### config.mk
export PLATFORM = sky130hd
export DESIGN_NAME = sat_counter
export DESIGN_NICKNAME = d
export VERILOG_FILES = /design/src/rtl/sat_counter.sv
export SDC_FILE = /design/constraint.sdc
export NUM_CORES = 1
export LEC_CHECK = 0
export BUFFER_PORTS_ARGS = -buffer_cell sky130_fd_sc_hd__buf_2
export CAP_MARGIN = 20
export CORE_MARGIN = 10
export CORE_UTILIZATION = 45
export DETAILED_ROUTE_END_ITERATION = 16
export PLACE_DENSITY = 0.73
export SYNTH_ARGS = -nofsm -noshare
export SYNTH_HDL_FRONTEND = slang
export SYNTH_SLANG_ARGS = --single-unit
### constraint.sdc
create_clock -name i_clk -period 2.4 [get_ports i_clk]
set_clock_uncertainty 0.15 [all_clocks]
set_input_delay 0 -clock i_clk [delete_from_list [all_inputs] [get_ports i_clk]]
set_output_delay 0 -clock i_clk [all_outputs]
set_load 0.005 [all_outputs]
### src/rtl/sat_counter.sv
// Saturating up-counter with synchronous clear; stops at all-ones.
module sat_counter #(
  parameter int W = 16
) (
  input  logic         i_clk,
  input  logic         i_clr,
  input  logic         i_inc,
  output logic [W-1:0] o_count
);

  logic [W-1:0] r_count;

  // Count up on i_inc, holding once every bit is set.
  always_ff @(posedge i_clk) begin
    if (i_clr) begin
      r_count <= '0;
    end else if (i_inc && (r_count != '1)) begin
      r_count <= r_count + 1'b1;
    end
  end

  assign o_count = r_count;

endmodule

==> flow_summary.json <==
{
  "status": "complete, no violations",
  "htreeDepth": 1,
  "holdCritPathClass": "flop to flop",
  "setup_ws_ns": 0.148,
  "synthMuxAreaShare": 0.0251,
  "cts-buffers-inserted": 3,
  "ant_nets": 0,
  "vias": 837,
  "crit_fanout": 8,
  "p_int_mw": 0.336,
  "fp.dieW_um": 63.4,
  "seq_area_frac_synth": 0.378,
  "rows": 15,
  "clock_latency_ns": 0.28,
  "synthesis.area_sq_um": 848,
  "diodes": 0,
  "routed_wl_mm": 2.08,
  "io_pins": 19,
  "switching_share": 0.219,
  "clk_pin_slew_ns": 0.09,
  "p_per_area_mw_per_mm2": 417,
  "place_congestion": 0.805,
  "max_freq_mhz": 444,
  "tightest_slew_ns": 0.618,
  "grt_overflow": 0,
  "busiest_layer": "met2",
  "wire_per_inst_um": 14.2,
  "r2r_slack_ns": 0.15,
  "ys_ff_latch": 16,
  "clock_sinks": 16,
  "start_util": 0.481,
  "yosysWarnings": 0,
  "drive_above_1_share": 0.254,
  "power_mw": 0.431,
  "whs_ns": 0.370,
  "clkPwrFrac": 0.321,
  "die_area_sq_mm": 0.00402,
  "grt_use_met1": 0.113,
  "max_slew_margin": 0.583,
  "p_comb_frac": 0.049,
  "end_kind": "flop",
  "synth.top_cell.area_share": 0.378,
  "fin_tns_setup_ns": 0,
  "synth_xor_area_frac": 0.0206,
  "grt_pass1_vias": 824,
  "cts_tree": "built",
  "cap_violations": 0,
  "nets": 128,
  "power_frac_seq": 0.630,
  "syn_nets": 103,
  "period_minus_slack_ns": 2.25,
  "use_met2": 0.185,
  "synth_cell_types": 31,
  "portBuffers": 18,
  "grt_max_degree": 18,
  "preCtsSetupSlack_ns": 0.504,
  "yosys.area.top_type": "dfxtp_1",
  "synthCells": 99,
  "clk_path_buf_depth": 2,
  "coreArea_sq_mm": 0.00176,
  "antenna_found_initial": 0,
  "hpwl_mm": 1.57,
  "finalHoldViolCount": 0,
  "synth_top_family_by_area": "simple AND/OR/NAND/NOR gates",
  "grt_pass1_wl_mm": 3.58,
  "area_growth_pct": 21.8,
  "use_met3": 0.0442,
  "crit_type": "flop to flop",
  "drv_slew": 0,
  "fin_util": 0.586,
  "ir_drop_uv": 309,
  "rsz0062_at_grt": "false",
  "dieHeight_um": 63.4,
  "setup_viol": 0,
  "synth-compound-area-share": 0.165,
  "drt_first_pass_iters": 4,
  "power_leakage_nw": 0.396,
  "largest_reg_flops": 16,
  "synth_area_leaders": "dfxtp_1 (38%), or4_1 (6.2%), a21oi_1 (5.9%)",
  "setup.worst_path.start_class": "flop",
  "drtIter0Drc": 17,
  "grt_usage": 0.103,
  "cp.required_ns": 2.43,
  "worstPathArrival_ns": 2.28,
  "cts-root-buf": "clkbuf_4",
  "postSynthAreaPerCell_sq_um": 8.57,
  "synthAdderAreaFrac": 0.0147,
  "routed_via_density": 5.69,
  "drc": 0,
  "switchingPower_mw": 0.0945,
  "yosys.area_share.simple": 0.364,
  "period_share": 0.938
}
-- cells in the final DEF, fill, tap and decap left out, types with 2 or more instances in the layout --
cell / synthesis / layout
nand3_1: 6 / 6
o31ai_1: 6 / 6
dfxtp_1: 16 / 14
nor3_1: 4 / 4
inv_1: 3 / 3
dlygate4sd3_1: 0 / 3
nor4_1: 2 / 2
buf_2: 1 / 18
clkbuf_4: 0 / 3
nand2_1: 6 / 6
nor2b_1: 2 / 2
a21oi_1: 10 / 10
nand4_1: 3 / 3
xnor2_1: 2 / 2
buf_4: 0 / 3
nor2_1: 6 / 6
and4_1: 3 / 3
dfxtp_2: 0 / 2
o21ai_0: 4 / 4
or3_1: 3 / 3
or4_1: 7 / 7
-- synthesized netlist by cell type --
cell type	instances
clkbuf_1	2
mux2_2	1
nor4_4	1
or4_1	7
xnor2_1	2
nand4_1	3
nor4bb_1	1
nand2_1	6
nor3_1	4
and4_1	3
mux2i_1	1
nand2_2	1
buf_1	1
o21ai_0	4
a21oi_1	10
nor2_1	6
nor2b_1	2
o21a_1	1
inv_1	3
buf_2	1
dfxtp_1	16
o311ai_0	1
ha_1	1
nand3b_1	1
o41ai_1	1
and3_1	1
o31ai_1	6
or3_1	3
nand4_4	1
nor4_1	2
nand3_1	6
-- stage by stage --
stage	instances	instance area (sq um)
2_1_floorplan	99	848
3_3_place_gp	140	968
3_5_place_dp	140	968
4_1_cts	146	1020
5_1_grt	147	1030
6_report	147	1030
-- logic make-up after synthesis --
| group | count (synthesis) |
|---|---|
| AO/OA/AOI/OAI | 23 |
| XOR/XNOR | 2 |
| adder cells (fa/ha/maj) | 1 |
| buffers and inverters | 7 |
| flip-flops | 16 |
| multiplexers | 2 |
| AND/OR/NAND/NOR | 48 |
-- path summary, 6_finish.rpt --
check,depth (start not counted),startpoint,to
worst max-delay path,7,o_count[0]$_SDFFE_PP0P_,o_count[1]$_SDFFE_PP0P_
worst min-delay path,2,o_count[0]$_SDFFE_PP0P_,o_count[0]$_SDFFE_PP0P_
worst max register to register,7,o_count[0]$_SDFFE_PP0P_,o_count[1]$_SDFFE_PP0P_
worst min register to register,2,o_count[0]$_SDFFE_PP0P_,o_count[0]$_SDFFE_PP0P_
-- repair_timing --
| action | 4_1_cts | 5_1_grt |
|---|---|---|
| hold buffers | 3 | 0 |
| hold endpoints to repair | 15 | 0 |
| endpoints found under the setup margin | 0 | 1 |
| setup buffers | 0 | 1 |
| resized for setup | 0 | 3 |
-- layer usage --
layer,wire length (um),up-vias
li1,-,432
met1,944,385
met2,1030,18
met3,102,2
met4,8,0
met5,0,-
-- power by group through the flow --
stage	Clock [mW]	Combinational, mW	Sequential, mW
6_report	0.138	0.0211	0.272
5_1_grt	0.153	0.0238	0.272
4_1_cts	0.143	0.0208	0.271
3_5_place_dp	0	0.0169	0.277
3_3_place_gp	0	0.0169	0.277
2_1_floorplan	0	0.00967	0.277
-- critical path, cell delays in order (launching register included) --
cell,delay [ns]
dfxtp_2,0.37
ha_2,0.22
nand3_1,0.13
nor4_4,0.34
buf_4,0.20
nand3b_1,0.11
a21oi_1,0.05
dlygate4sd3_1,0.56
-- area by class of cell --
type	count	area (sq um)
clock buffer	3	22.5
fill	182	731
inverter	3	11.3
multi-input combinational	76	503
sequential	16	323
tap	25	31.3
timing repair buffer	24	143
No activity file was read; power rests on OpenSTA's default activity.
